===== src/rtl/register_transfer_pkg.sv =====
// Shared types and constants for the two-register transfer sequencer
// and the datapath it controls.
package register_transfer_pkg;

    localparam int DEFAULT_WORD_LENGTH = 8;

    typedef enum logic [2:0] {
        OP_LOAD_A = 3'b000,
        OP_LOAD_B = 3'b001,
        OP_MOV_AB = 3'b010,
        OP_MOV_BA = 3'b011,
        OP_READ_A = 3'b100,
        OP_READ_B = 3'b101
    } op_e;

    typedef enum logic [2:0] {
        ST_IDLE,
        ST_DRIVE,
        ST_COMMIT,
        ST_VERIFY,
        ST_RESP
    } state_e;

    localparam logic SEL_EXT  = 1'b0;
    localparam logic SEL_BUS  = 1'b1;
    localparam logic OE_DRV_A = 1'b0;
    localparam logic OE_DRV_B = 1'b1;

    function automatic logic op_is_legal(input logic [2:0] op);
        return op <= 3'b101;
    endfunction

    function automatic logic op_is_read(input logic [2:0] op);
        return (op == OP_READ_A) || (op == OP_READ_B);
    endfunction

    // Register whose contents the transfer is judged by.
    function automatic logic op_dest_is_a(input logic [2:0] op);
        return (op == OP_LOAD_A) || (op == OP_MOV_BA) || (op == OP_READ_A);
    endfunction

endpackage


===== src/rtl/transfer_sequencer_if.sv =====
// Command, response and datapath-control signals of the transfer sequencer.
// master = sequencer side, slave = command source plus datapath.
interface transfer_sequencer_if
    import register_transfer_pkg::*;
#(
    parameter int WORD_LENGTH = DEFAULT_WORD_LENGTH
);
    logic                   cmd_valid;
    logic                   cmd_ready;
    logic [2:0]             cmd_op;
    logic [WORD_LENGTH-1:0] cmd_data;

    logic [WORD_LENGTH-1:0] DA;
    logic [WORD_LENGTH-1:0] DB;
    logic                   Sel_A;
    logic                   Sel_B;
    logic                   OE_A;
    logic                   enable;
    logic [WORD_LENGTH-1:0] bus_in;

    logic                   rsp_valid;
    logic                   rsp_ready;
    logic [WORD_LENGTH-1:0] rsp_data;
    logic                   rsp_err;

    modport master (
        input  cmd_valid, cmd_op, cmd_data, bus_in, rsp_ready,
        output cmd_ready, DA, DB, Sel_A, Sel_B, OE_A, enable,
        output rsp_valid, rsp_data, rsp_err
    );

    modport slave (
        output cmd_valid, cmd_op, cmd_data, bus_in, rsp_ready,
        input  cmd_ready, DA, DB, Sel_A, Sel_B, OE_A, enable,
        input  rsp_valid, rsp_data, rsp_err
    );
endinterface


===== src/rtl/transfer_sequencer.sv =====
// Sequences register-transfer commands onto the file-register datapath,
// tracks expected register contents and checks the bus read-back.
module transfer_sequencer
    import register_transfer_pkg::*;
#(
    parameter int WORD_LENGTH = DEFAULT_WORD_LENGTH
) (
    input  logic                  clk,
    input  logic                  rst,
    transfer_sequencer_if.master  io
);
    state_e                 state_q, state_d;
    logic [2:0]             op_q, op_d;
    logic [WORD_LENGTH-1:0] data_q, data_d;
    logic [WORD_LENGTH-1:0] sh_a_q, sh_a_d;
    logic [WORD_LENGTH-1:0] sh_b_q, sh_b_d;
    logic                   cmd_ready_q, cmd_ready_d;
    logic [WORD_LENGTH-1:0] da_q, da_d;
    logic [WORD_LENGTH-1:0] db_q, db_d;
    logic                   sel_a_q, sel_a_d;
    logic                   sel_b_q, sel_b_d;
    logic                   oe_a_q, oe_a_d;
    logic                   enable_q, enable_d;
    logic                   rsp_valid_q, rsp_valid_d;
    logic [WORD_LENGTH-1:0] rsp_data_q, rsp_data_d;
    logic                   rsp_err_q, rsp_err_d;

    always_comb begin
        // NOTE: every _d starts as its _q so no path through this block infers a latch.
        state_d     = state_q;
        op_d        = op_q;
        data_d      = data_q;
        sh_a_d      = sh_a_q;
        sh_b_d      = sh_b_q;
        cmd_ready_d = cmd_ready_q;
        da_d        = da_q;
        db_d        = db_q;
        sel_a_d     = sel_a_q;
        sel_b_d     = sel_b_q;
        oe_a_d      = oe_a_q;
        enable_d    = enable_q;
        rsp_valid_d = rsp_valid_q;
        rsp_data_d  = rsp_data_q;
        rsp_err_d   = rsp_err_q;

        case (state_q)
            ST_IDLE: begin
                cmd_ready_d = 1'b1;
                enable_d    = 1'b0;
                if (io.cmd_valid && cmd_ready_q) begin
                    cmd_ready_d = 1'b0;
                    op_d        = io.cmd_op;
                    data_d      = io.cmd_data;
                    state_d     = ST_DRIVE;
                    // Non-target register reloads its own shadow through the external input.
                    sel_a_d     = SEL_EXT;
                    sel_b_d     = SEL_EXT;
                    da_d        = sh_a_q;
                    db_d        = sh_b_q;
                    case (io.cmd_op)
                        OP_LOAD_A: da_d = io.cmd_data;
                        OP_LOAD_B: db_d = io.cmd_data;
                        OP_MOV_AB: begin
                            oe_a_d  = OE_DRV_A;
                            sel_b_d = SEL_BUS;
                        end
                        OP_MOV_BA: begin
                            oe_a_d  = OE_DRV_B;
                            sel_a_d = SEL_BUS;
                        end
                        OP_READ_A: oe_a_d = OE_DRV_A;
                        OP_READ_B: oe_a_d = OE_DRV_B;
                        default: ;
                    endcase
                end
            end

            ST_DRIVE: begin
                if (!op_is_legal(op_q)) begin
                    // Illegal ops pass through DRIVE untouched so the error lands one edge after accept.
                    state_d     = ST_RESP;
                    rsp_valid_d = 1'b1;
                    rsp_err_d   = 1'b1;
                    rsp_data_d  = '0;
                end else if (op_is_read(op_q)) begin
                    state_d = ST_VERIFY;
                end else begin
                    state_d  = ST_COMMIT;
                    enable_d = 1'b1;
                end
            end

            ST_COMMIT: begin
                enable_d = 1'b0;
                state_d  = ST_VERIFY;
                oe_a_d   = op_dest_is_a(op_q) ? OE_DRV_A : OE_DRV_B;
                case (op_q)
                    OP_LOAD_A: sh_a_d = data_q;
                    OP_LOAD_B: sh_b_d = data_q;
                    OP_MOV_AB: sh_b_d = sh_a_q;
                    OP_MOV_BA: sh_a_d = sh_b_q;
                    default: ;
                endcase
            end

            ST_VERIFY: begin
                state_d     = ST_RESP;
                rsp_valid_d = 1'b1;
                rsp_data_d  = io.bus_in;
                rsp_err_d   = io.bus_in != (op_dest_is_a(op_q) ? sh_a_q : sh_b_q);
            end

            ST_RESP: begin
                if (io.rsp_ready) begin
                    state_d     = ST_IDLE;
                    rsp_valid_d = 1'b0;
                    cmd_ready_d = 1'b1;
                end
            end

            default: state_d = ST_IDLE;
        endcase
    end

    always_ff @(posedge clk) begin
        // NOTE: state registers use non-blocking assignments so every flop samples pre-edge values.
        if (rst) begin
            state_q     <= ST_IDLE;
            op_q        <= '0;
            data_q      <= '0;
            sh_a_q      <= '0;
            sh_b_q      <= '0;
            cmd_ready_q <= 1'b0;
            da_q        <= '0;
            db_q        <= '0;
            sel_a_q     <= SEL_EXT;
            sel_b_q     <= SEL_EXT;
            oe_a_q      <= OE_DRV_A;
            enable_q    <= 1'b0;
            rsp_valid_q <= 1'b0;
            rsp_data_q  <= '0;
            rsp_err_q   <= 1'b0;
        end else begin
            state_q     <= state_d;
            op_q        <= op_d;
            data_q      <= data_d;
            sh_a_q      <= sh_a_d;
            sh_b_q      <= sh_b_d;
            cmd_ready_q <= cmd_ready_d;
            da_q        <= da_d;
            db_q        <= db_d;
            sel_a_q     <= sel_a_d;
            sel_b_q     <= sel_b_d;
            oe_a_q      <= oe_a_d;
            enable_q    <= enable_d;
            rsp_valid_q <= rsp_valid_d;
            rsp_data_q  <= rsp_data_d;
            rsp_err_q   <= rsp_err_d;
        end
    end

    assign io.cmd_ready = cmd_ready_q;
    assign io.DA        = da_q;
    assign io.DB        = db_q;
    assign io.Sel_A     = sel_a_q;
    assign io.Sel_B     = sel_b_q;
    assign io.OE_A      = oe_a_q;
    assign io.enable    = enable_q;
    assign io.rsp_valid = rsp_valid_q;
    assign io.rsp_data  = rsp_data_q;
    assign io.rsp_err   = rsp_err_q;

endmodule

===== src/flat_wrapper.sv =====
// flat-port wrapper written by rule: the top's interface ports become plain ports
module transfer_sequencer_flat import register_transfer_pkg::*;
#(
    parameter int WORD_LENGTH = DEFAULT_WORD_LENGTH
)
  (clk, rst, io_cmd_valid, io_cmd_op, io_cmd_data, io_bus_in, io_rsp_ready, io_cmd_ready, io_DA, io_DB, io_Sel_A, io_Sel_B, io_OE_A, io_enable, io_rsp_valid, io_rsp_data, io_rsp_err);
  transfer_sequencer_if #(.WORD_LENGTH(WORD_LENGTH)) io_i ();
  input  logic clk;
  input  logic rst;
  input wire logic [$bits(io_i.cmd_valid)-1:0] io_cmd_valid;
  input wire logic [$bits(io_i.cmd_op)-1:0] io_cmd_op;
  input wire logic [$bits(io_i.cmd_data)-1:0] io_cmd_data;
  input wire logic [$bits(io_i.bus_in)-1:0] io_bus_in;
  input wire logic [$bits(io_i.rsp_ready)-1:0] io_rsp_ready;
  output wire logic [$bits(io_i.cmd_ready)-1:0] io_cmd_ready;
  output wire logic [$bits(io_i.DA)-1:0] io_DA;
  output wire logic [$bits(io_i.DB)-1:0] io_DB;
  output wire logic [$bits(io_i.Sel_A)-1:0] io_Sel_A;
  output wire logic [$bits(io_i.Sel_B)-1:0] io_Sel_B;
  output wire logic [$bits(io_i.OE_A)-1:0] io_OE_A;
  output wire logic [$bits(io_i.enable)-1:0] io_enable;
  output wire logic [$bits(io_i.rsp_valid)-1:0] io_rsp_valid;
  output wire logic [$bits(io_i.rsp_data)-1:0] io_rsp_data;
  output wire logic [$bits(io_i.rsp_err)-1:0] io_rsp_err;
  assign io_i.cmd_valid = io_cmd_valid;
  assign io_i.cmd_op = io_cmd_op;
  assign io_i.cmd_data = io_cmd_data;
  assign io_i.bus_in = io_bus_in;
  assign io_i.rsp_ready = io_rsp_ready;
  assign io_cmd_ready = io_i.cmd_ready;
  assign io_DA = io_i.DA;
  assign io_DB = io_i.DB;
  assign io_Sel_A = io_i.Sel_A;
  assign io_Sel_B = io_i.Sel_B;
  assign io_OE_A = io_i.OE_A;
  assign io_enable = io_i.enable;
  assign io_rsp_valid = io_i.rsp_valid;
  assign io_rsp_data = io_i.rsp_data;
  assign io_rsp_err = io_i.rsp_err;
  transfer_sequencer #(.WORD_LENGTH(WORD_LENGTH)) u_core (.clk(clk), .rst(rst), .io(io_i));
endmodule

===== config.mk =====
export PLATFORM = sky130hd
export DESIGN_NAME = transfer_sequencer_flat
export DESIGN_NICKNAME = d
export VERILOG_FILES = /design/src/rtl/register_transfer_pkg.sv /design/src/rtl/transfer_sequencer_if.sv /design/src/rtl/transfer_sequencer.sv /design/src/flat_wrapper.sv
export SDC_FILE = /design/constraint.sdc
export NUM_CORES = 1
export LEC_CHECK = 0
export BUFFER_PORTS_ARGS = -buffer_cell sky130_fd_sc_hd__buf_4
export CORE_MARGIN = 3
export CORE_UTILIZATION = 45
export DETAILED_ROUTE_END_ITERATION = 7
export HOLD_SLACK_MARGIN = 0.03
export PLACE_DENSITY = 0.72
export SYNTH_ARGS = -nofsm -noshare
export SYNTH_HDL_FRONTEND = slang
export SYNTH_SLANG_ARGS = --single-unit

===== constraint.sdc =====
create_clock -name clk -period 1.8 [get_ports clk]
set_clock_uncertainty 0.05 [all_clocks]
set_input_delay 0.09 -clock clk [delete_from_list [all_inputs] [get_ports clk]]
set_output_delay 0.09 -clock clk [all_outputs]
set_load 0.03 [all_outputs]

# == Word level (Yosys, flattened, before mapping) ==
# Index checks and enable logic that the tools add are counted.
# word_totals
register_bits,61
input_bits,23
# classes
order_cmp,1
eq_ne,21
muxes,28
reduce_logical,26
# op_table
operator,count
$pmux 8 s2,3
$mux 8,4
$eq 3x2->1 const B,6
$eq 3x3->1 const B,5
$pmux 3 s5,1
$reduce_and 2->1,6
$reduce_bool 2->1,6
$mux 1,11
$pmux 1 s2,5
$eq 3x1->1 const B,3
$logic_not 3->1,3
$mux 3,3
$reduce_and 3->1,3
$ne 8x8->1,1
$ne 2x2->1 const B,3
$reduce_or 2->1,3
$ne 2x1->1 const B,2
$le 3x3->1 const B,1
$logic_or 1x1->1,3
$ne 3x3->1 const B,1
$pmux 1 s3,1
$reduce_bool 3->1,1
$logic_and 1x1->1,1

# == Longest topological paths before layout ==
# Gate-level depths: netlist of run 1.
# logic_depth
ltp_word,6
ltp_mapped,8

# == Worst setup path after synthesis of run 1 ==
# Ideal clock, no wire load.
# synth_path
path_type,register to register
from,reg u_core.op_q[2]
to,"reg u_core.rsp_err_q, in the netlist u_core.io.rsp_err"
t_arrival_ps,1685
setup_slack_ps,-54
stages_incl_launch_ff,9
n_path_buf,2
period_less_slack_ps,1854
path_cell_list,dfxtp_1 -> nand3b_1 -> buf_6 -> o21a_1 -> buf_6 -> mux2i_1 -> xor2_1 -> nand4_1 -> o31a_1
# synth_between
elab_chain_len,6
# synth_lines
element,line,rtl
start: declaration,transfer_sequencer.sv:13,"logic [2:0] op_q, op_d;"
start signal: assignment,transfer_sequencer.sv:145,op_q <= op_d;
$eq 3x2->1 or $logic_not 3->1 (tied branches),register_transfer_pkg.sv:39,return (op == OP_LOAD_A) || (op == OP_MOV_BA) || (op == OP_READ_A);
$logic_or 1x1->1 (2 in series),register_transfer_pkg.sv:39,
$mux 8,transfer_sequencer.sv:110,rsp_err_d = io.bus_in != (op_dest_is_a(op_q) ? sh_a_q : sh_b_q);
$ne 8x8->1,transfer_sequencer.sv:110,
$pmux 1 s2,transfer_sequencer.sv:46,case (state_q)
end signal: assignment,transfer_sequencer.sv:158,rsp_err_q <= rsp_err_d;
end: declaration,transfer_sequencer.sv:26,"logic rsp_err_q, rsp_err_d;"
# Parallel ways exist; a longest one is shown, timed or not.
# A chain may end at the register's enable or synchronous reset.

# == Final worst setup path of run 1 ==
# layout_path
from,reg u_core.state_q[0]
to,reg u_core.sh_a_q[7]
# layout_between
elab_chain_len,2
# layout_lines
element,line,rtl
start: declaration,transfer_sequencer.sv:12,"state_e state_q, state_d;"
start signal: assignment,transfer_sequencer.sv:144,state_q <= state_d;
$eq 3x2->1,transfer_sequencer.sv:46,
$reduce_and 2->1 (no line),-,
end signal: assignment,transfer_sequencer.sv:131,sh_a_q <= '0;
end signal: assignment,transfer_sequencer.sv:147,sh_a_q <= sh_a_d;
end: declaration,transfer_sequencer.sv:15,"logic [WORD_LENGTH-1:0] sh_a_q, sh_a_d;"
# No other way between the ends.

==> results of run 1 <==
stage by stage:
step	setup TNS [ps]	total power [mW]	std cells	setup slack, ps	utilization, %
finish	0	3.790	466	114.5	64.17
detailed placement	-73.77	2.655	430	-73.77	57.18
global route	0	3.993	466	0.07927	64.17
floorplan	0	2.291	313	1.569	-
CTS	0	3.811	466	61.49	63.99
global placement	0	2.637	430	9.931	57.18
cell usage in the layout (no fill, tap or decap), drive strengths merged:
| cell type | instances |
|---|---|
| a311oi | 1 |
| a211oi | 17 |
| buf | 69 |
| clkinvlp | 2 |
| nand2 | 27 |
| or3b | 2 |
| o21a | 1 |
| nor4b | 1 |
| xor2 | 9 |
| clkinv | 2 |
| mux2i | 42 |
| clkbuf | 12 |
| nand3 | 1 |
| a21oi | 33 |
| nor2 | 64 |
| nor3b | 2 |
| nand2b | 1 |
| a21boi | 1 |
| and3b | 1 |
| inv | 1 |
| or3 | 1 |
| a2111oi | 1 |
| nor4 | 2 |
| nand4 | 1 |
| a22oi | 8 |
| dfxtp | 61 |
| nand3b | 2 |
| xnor2 | 1 |
| nand4b | 1 |
| o31a | 1 |
| dlygate4sd3 | 20 |
| nor3 | 5 |
| nor2b | 1 |
cell type report:
type | count | area share [%]
multi-input combinational | 227 | 38.63
timing repair buffer | 89 | 20.29
inverter | 1 | 0.1025
sequential | 61 | 33.40
clock inverter | 4 | 0.8880
clock buffer | 12 | 4.235
tap | 72 | 2.459
where the power goes:
| part | switching, mW | internal, mW | total, mW |
|---|---|---|---|
| Combinational | 0.614 | 0.461 | 1.08 |
| Clock | 0.540 | 0.580 | 1.12 |
| Sequential | 0.0996 | 1.49 | 1.59 |
synth_stat cells:
cell,instances
dfxtp_1,61
nor3b_1,2
buf_6,2
mux2i_1,42
clkbuf_2,1
a211oi_1,17
nand3_1,1
and3b_1,1
nor3_2,1
nor3_1,4
or3b_1,1
or3_1,1
nand3b_1,2
nor4_2,1
a22oi_1,8
inv_1,1
nor4_1,1
xor2_1,9
a21boi_0,1
or3b_2,1
nand4_1,1
buf_2,1
nand2_1,27
o31a_1,1
xnor2_1,1
nor2_1,64
nand2b_1,1
a21oi_1,33
clkbuf_1,16
a311oi_1,1
a2111oi_0,1
buf_4,2
nand4b_1,1
nor2b_1,1
nor4b_1,1
buf_1,2
o21a_1,1
repair_timing:
action | in CTS | in global routing
resized for setup | 1 | 3
hold buffers | 20 | 0
endpoints found under the setup margin | 1 | 10
hold endpoints to repair | 22 | 0
worst max-delay path: cells and delay by family, from the launching register on:
kind | cells | cell delay, ps
buffers and inverters | 1 | 190
AO/OA/AOI/OAI | 1 | 160
AND/OR/NAND/NOR | 3 | 790
flip-flops | 1 | 360
state kept, by name, indices dropped and copies added, names as in the netlist, 3 cells and up:
name,cells
u_core.io.DB,8
u_core.sh_a_q,8
u_core.data_q,8
u_core.io.DA,8
u_core.sh_b_q,8
u_core.io.rsp_data,8
u_core.state_q,3
u_core.op_q,3
worst min path at each step:
stage                       startpoint             endpoint  slack [ps]  depth (start not counted)
final                     io_cmd_valid    u_core.state_q[0]         150                          3
after global routing      io_cmd_valid    u_core.state_q[0]         160                          3
after CTS                 io_cmd_valid    u_core.state_q[0]         130                          3
after detailed placement  io_rsp_ready  u_core.io.rsp_valid         260                          2
after global placement    io_rsp_ready  u_core.io.rsp_valid         250                          2
after floorplan           io_rsp_ready  u_core.io.rsp_valid         160                          1
kinds of logic (layout without fill, tap and decap cells):
group | Yosys count | after routing
multiplexers | 42 | 42
buffers and inverters | 25 | 106
AND/OR/NAND/NOR | 112 | 112
flip-flops | 61 | 61
XOR/XNOR | 10 | 10
AO/OA/AOI/OAI | 63 | 63
per-layer routing:
layer,vias up,GRT usage (%),part of all wire [%]
li1,1246,-,-
met1,1129,26.26,50
met2,51,28.71,45
met3,6,4.047,3.5
met4,0,7.749,1.1
met5,-,0,0
==> metrics.md, run 1 <==
| Metric | Value |
|---|---|
| Routed wire per std cell | `14.07 um` |
| Fin crit share | `~94%` |
| Clock Latency Late Sink | `330 ps` |
| Yosys top cell area share | `44.63%` |
| Status | `finished clean` |
| First-pass GRT wire length | `around 11,000 um` |
| Initial antenna violation count | `0` |
| PD cells | `just over 1000 nW/um^2` |
| Final Hold Vio Count | `0` |
| CORE AREA | `5709 um^2` |
| Pins Over Slew Limit | `0` |
| Simple-Gate Fraction of Synth Area | `a little under a fifth` |
| Worst Tran Pin Value | `slightly above 600 ps` |
| Crit-path cells | `or3b_1 -> or3_1 -> buf_4 -> a21oi_1 -> nor2_1` |
| Post-DP Area | `3264 um^2` |
| Crit Path Max Fanout | `16` |
| Total GRT Usage | `19.01%` |
| Fin Hold WS | `roughly 150 ps` |
| Number of port buffers | `53` |
| Dominant cell type by area after synthesis | `dfxtp_1` |
| Footprint of the multi-input gates | `~1400 um^2` |
| Final nets | `412` |
| Detail Placement HPWL | `roughly 4600 um` |
| Synth warnings | `0` |
| Mapped Cells | `between 300 and 400` |
| Drt drc | `0` |
| Post-synth cell types | `37` |
| CTS root buf | `clkbuf_8` |
| GP Congestion | `0.8290` |
| Final Setup Violations | `0` |
| Synth Area in Compound Gates | `14.40%` |
| Post-synthesis mux area share | `15.36%` |
| Clock Pin Slew Worst Setup and Hold Paths | `70 ps` |
| Crit-path max cell delay | `420 ps` |
| Vias per cell | `5.219` |
| Register area | `1224 um^2` |
| Area Growth Syn to Fin | `33.88%` |
| Xor-xnor portion of the synthesized cell area | `3.201%` |
| Ant diodes | `0` |
| Top cells by area, synth | `dfxtp_1 (45%), mux2i_1 (15%), nor2_1 (8.8%)` |
| Largest net degree at the start of global routing | `62` |
| Final WL | `6557 um` |
| Die area | `7053 um^2` |
| WP data arrival | `1830 ps` |
| Slowest-stage cell, CP | `or3b_1` |
| Post-CTS Repair Setup Buffers | `0` |
| CP required | `1950 ps` |
| Via count | `2,432` |
| Die height | `between 80 and 90 um` |
| Leakage | `1.406 nW` |
| Syn avg cell area | `8.742 um^2` |
| Crit path time final | `about 1700 ps` |
| Fin area | `about 3700 um^2` |
| FP Rows | `27` |
| Sequential fraction of the synthesis area | `44.63%` |
| Max Root-Sink Buffers | `2` |
| Largest family of logic cells by synthesized area | `simple AND/OR/NAND/NOR gates` |
| Clock Sinks | `61` |
| Initial DRC Count | `between 150 and 200` |
| I/O pins | `54` |
| Post-DRT Antenna Nets | `0` |
| CTS buffer count | `9` |
| Crit path kind | `reg2reg` |
| Worst setup path end | `u_core.sh_a_q[7]` |
| Slew headroom | `between 50% and 60%` |
| Crit path from | `u_core.state_q[0]` |
| RR Endpoint | `u_core.sh_a_q[7]` |
| Grt total ovfl | `0` |
| Reg-to-Reg Start | `u_core.state_q[0]` |
| Number of synthesized register bits | `61` |
| Chip width | `83.98 um` |
| Starting Density | `47.93%` |
| Synthesized area | `~2700 um^2` |
| Share of cells above drive strength 1 | `22.84%` |
| Startpoint Class | `flop` |
| Crit end category | `flop` |
| Vias in the first global route | `approximately 2,200` |
| Area share of fa/ha/maj cells after synthesis | `0%` |
| Worst VDD drop | `0.5662 mV` |
| R2R Setup Slk | `110 ps` |
| Syn nets | `around 340` |
| FMAX | `593.3 MHz` |
| Max cap viols | `0` |
| Worst reg2reg path depth | `5` |
| Fillers | `~500` |
| First-pass DRT Iterations | `5` |
| RSZ-0062 raised after global routing | `no` |
| TritonCTS clock tree | `done` |
| Tightest Hold Check Type | `in2reg` |
| CTS HTree Levels | `3` |
Note: power is estimated with default switching activity, not from simulation.
==> run 2: changes to the inputs <==
==> constraint.sdc (replaced) <==
create_clock -name clk -period 1.8 [get_ports clk]
set_clock_uncertainty 0.05 [all_clocks]
set_input_delay 0.27 -clock clk [delete_from_list [all_inputs] [get_ports clk]]
set_output_delay 0.27 -clock clk [all_outputs]
set_load 0.03 [all_outputs]
==> metrics.md, run 2 (synthesis gave the netlist of run 1 again) <==
| Metric | Value |
|---|---|
| Slew headroom | `57.97% (was 58.89%)` |
| Metal2 WL | `2909 um (was 2956 um)` |
| Grt total ovfl | `0 (unchanged)` |
| Crit end category | `flop (unchanged)` |
| Final Hold Vio Count | `0 (unchanged)` |
| CORE AREA | `5709 um^2 (unchanged)` |
| Post-CTS Repair Setup Buffers | `0 (unchanged)` |
| Max layer used | `met4 (unchanged)` |
| Commonest non-fill, non-tap cells in the layout | `buf_4 (67), nor2_1 (64), dfxtp_1 (59), mux2i_1 (42), a21oi_1 (33) (unchanged)` |
| Dpl cells | `430 (unchanged)` |
| Initial DRC Count | `177 (was 185)` |
| Max Root-Sink Buffers | `2 (unchanged)` |
| Clock Latency Late Sink | `340 ps (was 330 ps)` |
| Hold_buf cts | `0 (was 20)` |
| Die area | `7053 um^2 (unchanged)` |
| M1 wire length | `3220 um (was 3295 um)` |
| PD cells | `1087 nW/um^2 (was 1034 nW/um^2)` |
| Core Util, Final | `60.66% (was 64.17%)` |
| Share of cells above drive strength 1 | `24.06% (was 22.84%)` |
| Worst reg2reg path depth | `5 (unchanged)` |
| WP data arrival | `1840 ps (was 1830 ps)` |
| Die height | `83.98 um (unchanged)` |
| Final Worst Setup Slack | `111.3 ps (was 114.5 ps)` |
| Worst VDD drop | `0.5628 mV (was 0.5662 mV)` |
| Clock Pin Slew Worst Setup and Hold Paths | `70 ps (about the same)` |
| CP required | `1950 ps (about the same)` |
| Crit path time final | `1689 ps (was 1686 ps)` |
| Final nets | `392 (was 412)` |
| Post-DRT Antenna Nets | `0 (unchanged)` |
| Total GRT Usage | `18.49% (was 19.01%)` |
| Via count | `2,361 (was 2,432)` |
| Final WL | `6471 um (was 6557 um)` |
| Crit Path Max Fanout | `16 (unchanged)` |
| FMAX | `592.2 MHz (was 593.3 MHz)` |
| CTS root buf | `clkbuf_8 (unchanged)` |
| Largest net degree at the start of global routing | `62 (unchanged)` |
| Most common cell after layout, fill and taps aside | `buf_4 (unchanged)` |
| Leakage | `1.322 nW (was 1.406 nW)` |
| Fin Hold WS | `98.76 ps (was 148.9 ps)` |
| Status | `finished clean (unchanged)` |
| Clock Sinks | `61 (unchanged)` |
| Startpoint Class | `flop (unchanged)` |
| Hold path depth | `2 (was 3)` |
| CTS buffer count | `9 (unchanged)` |
| Tightest Hold Check Type | `in2reg (unchanged)` |
| Vias in the first global route | `2,153 (was 2,233)` |
| Setup WS pre-CTS | `-73.77 ps (unchanged)` |
| First-pass GRT wire length | `10,600 um (was 10,900 um)` |
| Crit path kind | `reg2reg (unchanged)` |
| Worst Tran Pin Value | `630.4 ps (was 616.6 ps)` |
| Max cap viols | `0 (unchanged)` |
| Chip width | `83.98 um (unchanged)` |
| Post_cts resized | `1 (unchanged)` |
| Met3 routed WL | `274 um (was 231 um)` |
| Detail Placement HPWL | `4638 um (unchanged)` |
| Area Growth Syn to Fin | `26.57% (was 33.88%)` |
| Ant diodes | `0 (unchanged)` |
| CTS HTree Levels | `3 (unchanged)` |
| Final Setup Violations | `0 (unchanged)` |
| Starting Density | `47.93% (unchanged)` |
| First-pass DRT Iterations | `5 (unchanged)` |
| Pins Over Slew Limit | `0 (unchanged)` |
| Routed wire per std cell | `14.51 um (was 14.07 um)` |
| Fin crit share | `93.82% (was 93.64%)` |
| TritonCTS clock tree | `done (unchanged)` |
| Number of port buffers | `53 (unchanged)` |
| Initial antenna violation count | `0 (unchanged)` |
| FP Rows | `27 (unchanged)` |
| Finished Layout Cells | `446 (was 466)` |
| I/O pins | `54 (unchanged)` |
| Drt drc | `0 (unchanged)` |
| Vias per cell | `5.294 (was 5.219)` |
| RSZ-0062 raised after global routing | `no (unchanged)` |
| GP Congestion | `0.8290 (unchanged)` |
run 2: where the power goes:
part / internal, mW / switching [mW] / total, mW
sequential: 1.49 / 0.0995 / 1.59
clock: 0.580 / 0.548 / 1.13
combinational: 0.433 / 0.609 / 1.04
run 2: final timing paths:
kind	start	to	slack [ps]
setup reg to reg	u_core.state_q[0]	u_core.sh_a_q[7]	110
hold / removal	io_rsp_ready	u_core.io.rsp_valid	100
hold reg to reg	u_core.io.Sel_A	u_core.io.Sel_A	400
setup / recovery	u_core.state_q[0]	u_core.sh_a_q[7]	110
run 2: through the flow:
stage / instance area (um^2) / total power, mW / setup TNS [ps]
detailed placement: 3264 / 2.655 / -73.77
finish: 3463 / 3.765 / 0
global route: 3463 / 3.955 / 0
global placement: 3264 / 2.637 / 0
CTS: 3453 / 3.776 / 0
floorplan: 2738 / 2.291 / 0
run 2: area by class of cell:
class | count | area [um^2]
Tap cell | 72 | 90.09
Multi-Input combinational cell | 227 | 1415
Inverter | 1 | 3.754
Clock buffer | 12 | 155.1
Sequential cell | 61 | 1224
Clock inverter | 4 | 32.53
Timing Repair Buffer | 69 | 543.0
Fill cell | 524 | 2246
run 2: worst max-delay path, cell delays in order, from the launching register on:
cell     delay (ps)
dfxtp_1         370
or3b_1          420
or3_1           320
buf_4           190
a21oi_1         160
nor2_1           50
run 2: layer usage:
metal  vias to the layer above  track usage (%)
li1                       1204                -
met1                      1099            25.47
met2                        52            27.84
met3                         6            4.344
met4                         0            7.310
met5                         -                0
